<file path="src/rtl/mem_port_arbiter_pkg.sv">
// Shared types and constants for the two-port memory arbiter.
package arb_pkg;

    localparam int OWN_W = 1;

    typedef enum logic [1:0] {
        REG_DMEM = 2'd0,
        REG_BIOS = 2'd1,
        REG_IO   = 2'd2,
        REG_NONE = 2'd3
    } region_t;

    localparam logic [3:0] NIB_DMEM0 = 4'b0001;
    localparam logic [3:0] NIB_DMEM1 = 4'b0011;
    localparam logic [3:0] NIB_BIOS  = 4'b0100;
    localparam logic [3:0] NIB_IO    = 4'b1000;

    typedef enum logic {
        ST_IDLE    = 1'b0,
        ST_IO_WAIT = 1'b1
    } state_t;

endpackage

</file>
<file path="src/rtl/mem_port_arbiter_region_decode.sv">
// Maps the top address nibble of an access to its target region.
module region_decode
    import arb_pkg::*;
(
    input  logic [3:0] nib,
    output region_t    region
);

    always_comb begin
        region = REG_NONE;
        case (nib)
            NIB_DMEM0, NIB_DMEM1: region = REG_DMEM;
            NIB_BIOS:             region = REG_BIOS;
            NIB_IO:               region = REG_IO;
            default:              region = REG_NONE;
        endcase
    end

endmodule

</file>
<file path="src/rtl/mem_port_arbiter.sv">
// Two-port arbiter for the DMEM/BIOS/IO load-store space with read return routing.
// Build option: ARB_CPU_PRIORITY_EN makes port 0 win every tie (fixed priority).
//
// state      | meaning
// ST_IDLE    | grants issued combinationally, one access per cycle
// ST_IO_WAIT | IO access outstanding, no grants until io_ack
module mem_port_arbiter
    import arb_pkg::*;
#(
    parameter int AW = 32,
    parameter int DW = 32
) (
    input  logic          clk,
    input  logic          rst,
    input  logic          m0_req,
    input  logic [AW-1:0] m0_addr,
    input  logic [DW-1:0] m0_wdata,
    input  logic [3:0]    m0_we,
    output logic          m0_gnt,
    output logic          m0_rvalid,
    output logic [DW-1:0] m0_rdata,
    input  logic          m1_req,
    input  logic [AW-1:0] m1_addr,
    input  logic [DW-1:0] m1_wdata,
    input  logic [3:0]    m1_we,
    output logic          m1_gnt,
    output logic          m1_rvalid,
    output logic [DW-1:0] m1_rdata,
    output logic [AW-1:0] mem_addr,
    output logic [DW-1:0] mem_wdata,
    output logic          dmem_en,
    output logic [3:0]    dmem_we,
    output logic          bios_en,
    output logic          io_req,
    output logic          io_we,
    input  logic          io_ack,
    input  logic [DW-1:0] dmem_dout,
    input  logic [DW-1:0] bios_dout,
    input  logic [DW-1:0] io_dout
);

    state_t             state_q, state_d;
    logic               last_q;
    logic               rv_q, rv_d;
    logic [OWN_W-1:0]   rv_own_q, rv_own_d;
    region_t            rv_reg_q, rv_reg_d;
    logic [DW-1:0]      io_data_q, io_data_d;
    logic [AW-1:0]      io_addr_q;
    logic [DW-1:0]      io_wdata_q;
    logic               io_we_q;
    logic [OWN_W-1:0]   io_own_q;

    logic               any_req, sel, grant, g_read, g_io;
    logic [AW-1:0]      g_addr;
    logic [DW-1:0]      g_wdata;
    logic [3:0]         g_we;
    region_t            g_reg;
    logic [DW-1:0]      ret_data;

    region_decode u_region_decode (
        .nib    (g_addr[AW-1 -: 4]),
        .region (g_reg)
    );

    // Reset gates the request side so grants and IO strobes drop immediately.
    always_comb begin
        any_req = (m0_req | m1_req) & ~rst;
`ifdef ARB_CPU_PRIORITY_EN
        sel = ~m0_req;
`else
        sel = (m0_req & m1_req) ? ~last_q : m1_req;
`endif
        g_addr  = sel ? m1_addr  : m0_addr;
        g_wdata = sel ? m1_wdata : m0_wdata;
        g_we    = sel ? m1_we    : m0_we;
        g_read  = (g_we == 4'b0000);
        grant   = (state_q == ST_IDLE) && any_req;
        g_io    = grant && (g_reg == REG_IO);
    end

    always_comb begin
        m0_gnt    = grant & ~sel;
        m1_gnt    = grant & sel;
        mem_addr  = (state_q == ST_IO_WAIT) ? io_addr_q  : g_addr;
        mem_wdata = (state_q == ST_IO_WAIT) ? io_wdata_q : g_wdata;
        dmem_en   = grant && (g_reg == REG_DMEM);
        dmem_we   = dmem_en ? g_we : 4'b0000;
        bios_en   = grant && (g_reg == REG_BIOS) && g_read;
        io_req    = (state_q == ST_IO_WAIT) || g_io;
        io_we     = (state_q == ST_IO_WAIT) ? io_we_q : (g_io && !g_read);
    end

    always_comb begin
        state_d   = state_q;
        rv_d      = 1'b0;
        rv_own_d  = rv_own_q;
        rv_reg_d  = rv_reg_q;
        io_data_d = io_data_q;
        case (state_q)
            ST_IDLE: begin
                if (g_io) begin
                    if (io_ack) begin
                        if (g_read) begin
                            rv_d      = 1'b1;
                            rv_own_d  = OWN_W'(sel);
                            rv_reg_d  = REG_IO;
                            io_data_d = io_dout;
                        end
                    end else begin
                        state_d = ST_IO_WAIT;
                    end
                end else if (grant && g_read) begin
                    rv_d     = 1'b1;
                    rv_own_d = OWN_W'(sel);
                    rv_reg_d = g_reg;
                end
            end
            ST_IO_WAIT: begin
                if (io_ack) begin
                    state_d = ST_IDLE;
                    if (!io_we_q) begin
                        rv_d      = 1'b1;
                        rv_own_d  = io_own_q;
                        rv_reg_d  = REG_IO;
                        io_data_d = io_dout;
                    end
                end
            end
            default: state_d = ST_IDLE;
        endcase
    end

    always_ff @(posedge clk or posedge rst) begin
        if (rst) begin
            state_q    <= ST_IDLE;
            last_q     <= 1'b1;
            rv_q       <= 1'b0;
            rv_own_q   <= '0;
            rv_reg_q   <= REG_DMEM;
            io_data_q  <= '0;
            io_addr_q  <= '0;
            io_wdata_q <= '0;
            io_we_q    <= 1'b0;
            io_own_q   <= '0;
        end else begin
            state_q   <= state_d;
            rv_q      <= rv_d;
            rv_own_q  <= rv_own_d;
            rv_reg_q  <= rv_reg_d;
            io_data_q <= io_data_d;
            if (grant)
                last_q <= sel;
            if (g_io) begin
                io_addr_q  <= g_addr;
                io_wdata_q <= g_wdata;
                io_we_q    <= ~g_read;
                io_own_q   <= OWN_W'(sel);
            end
        end
    end

    // DMEM/BIOS data arrives straight from the macro; IO data was captured on io_ack.
    always_comb begin
        case (rv_reg_q)
            REG_DMEM: ret_data = dmem_dout;
            REG_BIOS: ret_data = bios_dout;
            REG_IO:   ret_data = io_data_q;
            default:  ret_data = '0;
        endcase
        m0_rvalid = rv_q && (rv_own_q == OWN_W'(0));
        m1_rvalid = rv_q && (rv_own_q == OWN_W'(1));
        m0_rdata  = m0_rvalid ? ret_data : '0;
        m1_rdata  = m1_rvalid ? ret_data : '0;
    end

endmodule

</file>
<file path="config.mk">
export PLATFORM = sky130hd
export DESIGN_NAME = mem_port_arbiter
export DESIGN_NICKNAME = d
export VERILOG_FILES = /design/src/rtl/mem_port_arbiter_pkg.sv /design/src/rtl/mem_port_arbiter_region_decode.sv /design/src/rtl/mem_port_arbiter.sv
export SDC_FILE = /design/constraint.sdc
export NUM_CORES = 1
export LEC_CHECK = 0
export BUFFER_PORTS_ARGS = -buffer_cell sky130_fd_sc_hd__buf_2
export CORE_AREA = 2 2 148 150
export CTS_BUF_LIST = sky130_fd_sc_hd__clkbuf_8
export DETAILED_ROUTE_END_ITERATION = 10
export DIE_AREA = 0 0 150 152
export PLACE_DENSITY = 0.65
export SLEW_MARGIN = 20
export SYNTH_ARGS = -nofsm -noshare
export SYNTH_HDL_FRONTEND = slang
export SYNTH_SLANG_ARGS = --single-unit
</file>
<file path="constraint.sdc">
create_clock -name clk -period 3.58 [get_ports clk]
set_clock_uncertainty 0.15 [all_clocks]
set_input_delay 0 -clock clk [delete_from_list [all_inputs] [get_ports clk]]
set_output_delay 0 -clock clk [all_outputs]
set_load 0.05 [all_outputs]
</file>
# Word level (Yosys, flattened, before mapping)
# Cells that the tools add are included.
[word_totals]
reg_bits = 104
in_bits = 237
out_inout_bits = 140
word_cells = 96
[op_classes]
n_eq_ne = 16
mux = 42
n_bitwise = 11
n_reduce_logical = 17
[ops]
columns = ["operator", "n"]
rows = [
  ["32-bit 2-to-1 mux", 11],
  ["32-bit one-hot mux with 3 select lines", 1],
  ["32-bit one-hot mux with 2 select lines", 1],
  ["1-bit 2-to-1 mux", 16],
  ["2-bit 2-to-1 mux", 6],
  ["2-bit != test, second input constant", 5],
  ["5-bit AND reduction", 2],
  ["1-bit logical AND", 9],
  ["4-bit 2-to-1 mux", 2],
  ["3-bit != test, second input constant", 2],
  ["1-bit inverter", 6],
  ["1-bit one-hot mux with 2 select lines", 3],
  ["2-bit one-hot mux with 3 select lines", 1],
  ["1-bit AND", 4],
  ["2-bit by 1-bit == test with 1-bit output, second input constant", 2],
  ["2-bit == test, second input constant", 2],
  ["4-bit by 1-bit == test with 1-bit output, second input constant", 1],
  ["4-bit by 2-bit == test with 1-bit output, second input constant", 1],
  ["4-bit by 3-bit == test with 1-bit output, second input constant", 1],
  ["4-bit == test, second input constant", 1],
  ["2-bit zero test", 2],
  ["4-bit zero test", 1],
  ["2-bit one-hot mux with 2 select lines", 1],
  ["3-bit by 2-bit != test with 1-bit output, second input constant", 1],
  ["other kinds (4)", 4],
]

# Logic depth before layout (Yosys ltp)
[depth]
ltp_word = 10
ltp_mapped = 7

# By module
# A second synthesis with hierarchy kept.
[unflattened]
cells_unflattened = 735
hier_area_um2 = 6653.9
[by_module_without_submodules]
columns = ["module", "n_inst", "cells_per_inst", "area_per_inst_um2"]
rows = [
  ["mem_port_arbiter", 1, 729, 6617.6],
  ["region_decode", 1, 6, 36.3],
]

# Least setup slack after synthesis
# Ideal clock, no wire load.
[synth_path]
path_kind = "reg2out"
startpoint = "register last_q"
endpoint = "output mem_addr[28]"
arrival_time_ns = 2.529
slack_ns = 0.901
stages_incl_launch_ff = 6
cell_sequence = "dfstp_2 -> a21bo_2 -> clkbuf_1 -> buf_1 -> mux2i_1 -> o21ai_0"
[synth_between]
elab_chain_len = 4
[synth_lines]
columns = ["element", "line", "rtl"]
rows = [
  ["from (decl)", "mem_port_arbiter.sv:43", "logic last_q;"],
  ["from (signal assigned)", "mem_port_arbiter.sv:152", "last_q <= sel;"],
  ["1-bit inverter", "mem_port_arbiter.sv:71", "sel = (m0_req & m1_req) ? ~last_q : m1_req;"],
  ["1-bit 2-to-1 mux", "mem_port_arbiter.sv:71", ""],
  ["32-bit 2-to-1 mux", "mem_port_arbiter.sv:73", "g_addr = sel ? m1_addr : m0_addr;"],
  ["32-bit 2-to-1 mux", "mem_port_arbiter.sv:84", "mem_addr = (state_q == ST_IO_WAIT) ? io_addr_q : g_addr;"],
  ["to (decl)", "mem_port_arbiter.sv:29", "output logic [AW-1:0] mem_addr,"],
]
# No other way between the ends.

# Final worst setup path
[layout_path]
startpoint = "register last_q"
endpoint = "output dmem_we[0]"
[layout_between]
elab_chain_len = 9
[layout_lines]
columns = ["element", "line", "rtl"]
rows = [
  ["1-bit inverter (*)", "mem_port_arbiter.sv:71", ""],
  ["1-bit 2-to-1 mux (*)", "mem_port_arbiter.sv:71", ""],
  ["32-bit 2-to-1 mux", "mem_port_arbiter.sv:73", ""],
  ["4-bit by 1-bit == test with 1-bit output / 4-bit by 2-bit == test with 1-bit output (equally long branches)", "mem_port_arbiter_region_decode.sv:11", "case (nib)"],
  ["2-bit OR reduction", "mem_port_arbiter_region_decode.sv:11", ""],
  ["2-bit one-hot mux with 3 select lines", "mem_port_arbiter_region_decode.sv:11", ""],
  ["2-bit zero test", "mem_port_arbiter.sv:86", "dmem_en = grant && (g_reg == REG_DMEM);"],
  ["1-bit logical AND", "mem_port_arbiter.sv:86", ""],
  ["4-bit 2-to-1 mux (*)", "mem_port_arbiter.sv:87", "dmem_we = dmem_en ? g_we : 4'b0000;"],
  ["to (decl)", "mem_port_arbiter.sv:32", "output logic [3:0] dmem_we,"],
]
# Every way passes the cells marked *; elsewhere a longest branch is shown, timed or not.

==> results_dict.tcl <==
set metrics [dict create \
    status "finished clean" \
    rsz0062_at_grt "no" \
    worstReg2RegStart "state_q" \
    clkSinkCount 104 \
    crit_required_ns 3.43 \
    htreeDepth 3 \
    cp-start-kind "flip-flop" \
    fin_total_pwr_mw 4.72 \
    cp.depth 7 \
    die_area_mm2 0.0228 \
    slew_viol_final 0 \
    ys_warn_count 0 \
    ys_async_sr_fraction_pct 100 \
    crit_type "reg -> out" \
    power.static_leakage_nw 5.66 \
    fin_util_pct 49.6 \
    synthXorXnorAreaFrac_pct 0 \
    synth-edff-count 0 \
    setup_viol 0 \
    first_iter_violations 336 \
    syn_area_mm2 0.00667 \
    synth_top_family_by_area "simple AND/OR/NAND/NOR gates" \
    grt_usage_pct 21.7 \
    min_period_ns 3.23 \
    synthFlopType "dfrtp_1" \
    wire_per_inst_um 15.7 \
    endpoint "dmem_we[0]" \
    ys_ff_latch 104 \
    maxCapViolations 0 \
    yosysSeqAreaShare_pct 39.1 \
    path_clk_slew_ns 0.10 \
    layout-drive-gt1-share_pct 36.1 \
    mostFrequentLayoutCell "buf_2" \
    crit_family "buffers and inverters" \
    start_util_pct 31.2 \
    cp_data_arrival_time_ns 3.08 \
    routed_wl_mm 25.6 \
    min_period_over_period_pct 90.2 \
    cts_tree "done" \
    hold_viol_final 0 \
    gp_congestion 0.795 \
    die_y_um 152 \
    io_buffers 376 \
    fin_nets 1572 \
    avgViaCountPerCell 4.79 \
    cp_cell_sequence "a21bo_2, buf_6, mux2i_1, a21boi_0, nand2_1, a21oi_1, buf_2" \
    tightest_slew_ns 1.04 \
    ios 377 \
    overflow 0 \
    slew_headroom_pct 31.0 \
    routed-via-count 7791 \
    yosys.cell_types.count 35 \
    ant_nets 0 \
    core_area_mm2 0.0214 \
    slowest_delay_ns 0.58 \
    grt_pass1_wl_mm 39.3 \
    rows 54 \
    synth_top_area_share_pct 38.7 \
    synthMuxAreaShare_pct 18.5 \
    fp.dieW_um 150 \
    critPathMaxFanout 74 \
    final_cell_mix "375 x buf_2, 288 x nand2_1, 157 x dlygate4sd3_1" \
    fin_setup_tns_ns 0 \
    drc 0 \
    worstSetupStartpoint "last_q" \
    hold_path_class "in -> reg" \
    cts_buffers 9 \
    cts_buffer_depth 2 \
    worstSetupEndpointType "primary output" \
    worst_ir_drop_vdd_mv 0.217 \
    syn_to_final_growth_pct 58.9 \
    synth_compound_area_share_pct 11.7 \
    yosys.area.top_type "dfrtp_1" \
    synthSimpleGateAreaFrac_pct 26.3 \
    netlist_top_cells_area "dfrtp_1 39%, nand2_1 16%, nor2_1 7.7%, mux2_4 6.8%, mux2_2 6.1%" \
    reg2reg_slack_ns 0.55 \
    grt_max_degree 93 \
    dp_hpwl_mm 17.0 \
    r2r_cells 7 \
    drt_pre_antenna_iters 5 \
    synth_fa_ha_area_share_pct 0 \
    powerDensity_mw_per_mm2 446 \
    r2r-end "io_wdata_q[19]" \
    grt_pass1_vias 7794 \
    crit_path_top_delay_cell "dfstp_2" \
    critPathBufInv 2 \
    fmaxAchievable_mhz 310 \
    syn-num-nets 1078 \
    holdWs_ns 0.0378 \
    clk_latency_ns 0.38 \
    post_cts_buffers 0 \
    antenna_found_initial 5 \
    cts-root-buf "clkbuf_8" \
    syn_area_per_cell_um2 7.93 \
    synthCells 841 \
]
[area by class of cell]
type | instances | area (um2)
clock buffer | 10 | 138
multi-input combinational | 668 | 3790
antenna | 5 | 12.5
tap | 280 | 350
inverter | 7 | 30.0
timing repair buffer | 545 | 3570
sequential | 104 | 2610
clock inverter | 6 | 91.3
fill | 2010 | 10800
[Yosys cell counts, types with 2 or more instances]
master / number
a31oi_1: 56
o21ai_0: 11
inv_1: 7
buf_1: 10
mux2_4: 30
nand3b_1: 2
buf_2: 6
and2_1: 7
mux2i_1: 38
buf_6: 3
o22a_1: 16
nor4_1: 2
nor2_1: 137
mux2_2: 36
dfrtp_1: 103
nand2b_1: 5
a21oi_1: 22
nor2b_1: 2
nor4b_2: 2
clkbuf_1: 43
nand2_1: 289
[metal layers]
metal	vias to the layer above	global-route usage [%]	wire length [um]
li1	3785	-	-
met1	3635	24.3	10000
met2	313	38.4	12900
met3	58	5.29	1670
met4	0	9.70	952
met5	-	0	0
[where the power goes]
| part | switching, mW | total (mW) | internal, mW |
|---|---|---|---|
| clock network | 0.446 | 0.863 | 0.418 |
| registers | 0.253 | 1.77 | 1.52 |
| logic | 1.12 | 2.09 | 0.964 |
| total | 1.82 | 4.72 | 2.90 |
[worst reg2reg max path, stage by stage, from the launching register on]
cell           delay, ns
dfrtp_1             0.58
nor2_1              0.21
o21ai_0             0.30
nor2_4              0.52
buf_12              0.33
nor2_1              0.16
a31oi_1             0.16
dlygate4sd3_1       0.57
[sequential cells by signal (all words and copies together), names as in the netlist]
name,flops
io_data_q,32
io_addr_q,32
io_we_q,1
state_q,1
rv_own_q,1
rv_reg_q,2
io_wdata_q,32
last_q,1
io_own_q,1
rv_q,1
[worst min-delay path by stage]
stage	endpoint	cells after the start	from
2_1_floorplan	state_q	1	io_ack
3_3_place_gp	io_data_q[27]	2	io_dout[27]
3_5_place_dp	io_data_q[24]	2	io_dout[24]
4_1_cts	rv_reg_q[0]	5	m0_addr[28]
5_1_grt	rv_reg_q[0]	5	m0_addr[28]
6_report	rv_q	4	m1_req
[cell families after synthesis]
| kind of cell | after synthesis |
|---|---|
| AO/OA/AOI/OAI | 116 |
| buffers and inverters | 69 |
| AND/OR/NAND/NOR | 448 |
| multiplexers | 104 |
| flip-flops | 104 |
[stage by stage]
step / instances / setup WS, ns / cell area, um2
2_1_floorplan: 841 / 0.699 / 6670
3_3_place_gp: 1447 / 0.603 / 8780
3_5_place_dp: 1447 / 0.543 / 8780
4_1_cts: 1620 / 0.178 / 10600
5_1_grt: 1625 / 0.101 / 10600
6_report: 1625 / 0.351 / 10600
[what timing repair did]
action | CTS | global route
resized for setup | 0 | 1
hold buffers | 157 | 0
hold endpoints to repair | 164 | 0
endpoints found under the setup margin | 0 | 4
Power figures use the tool's default switching activity.
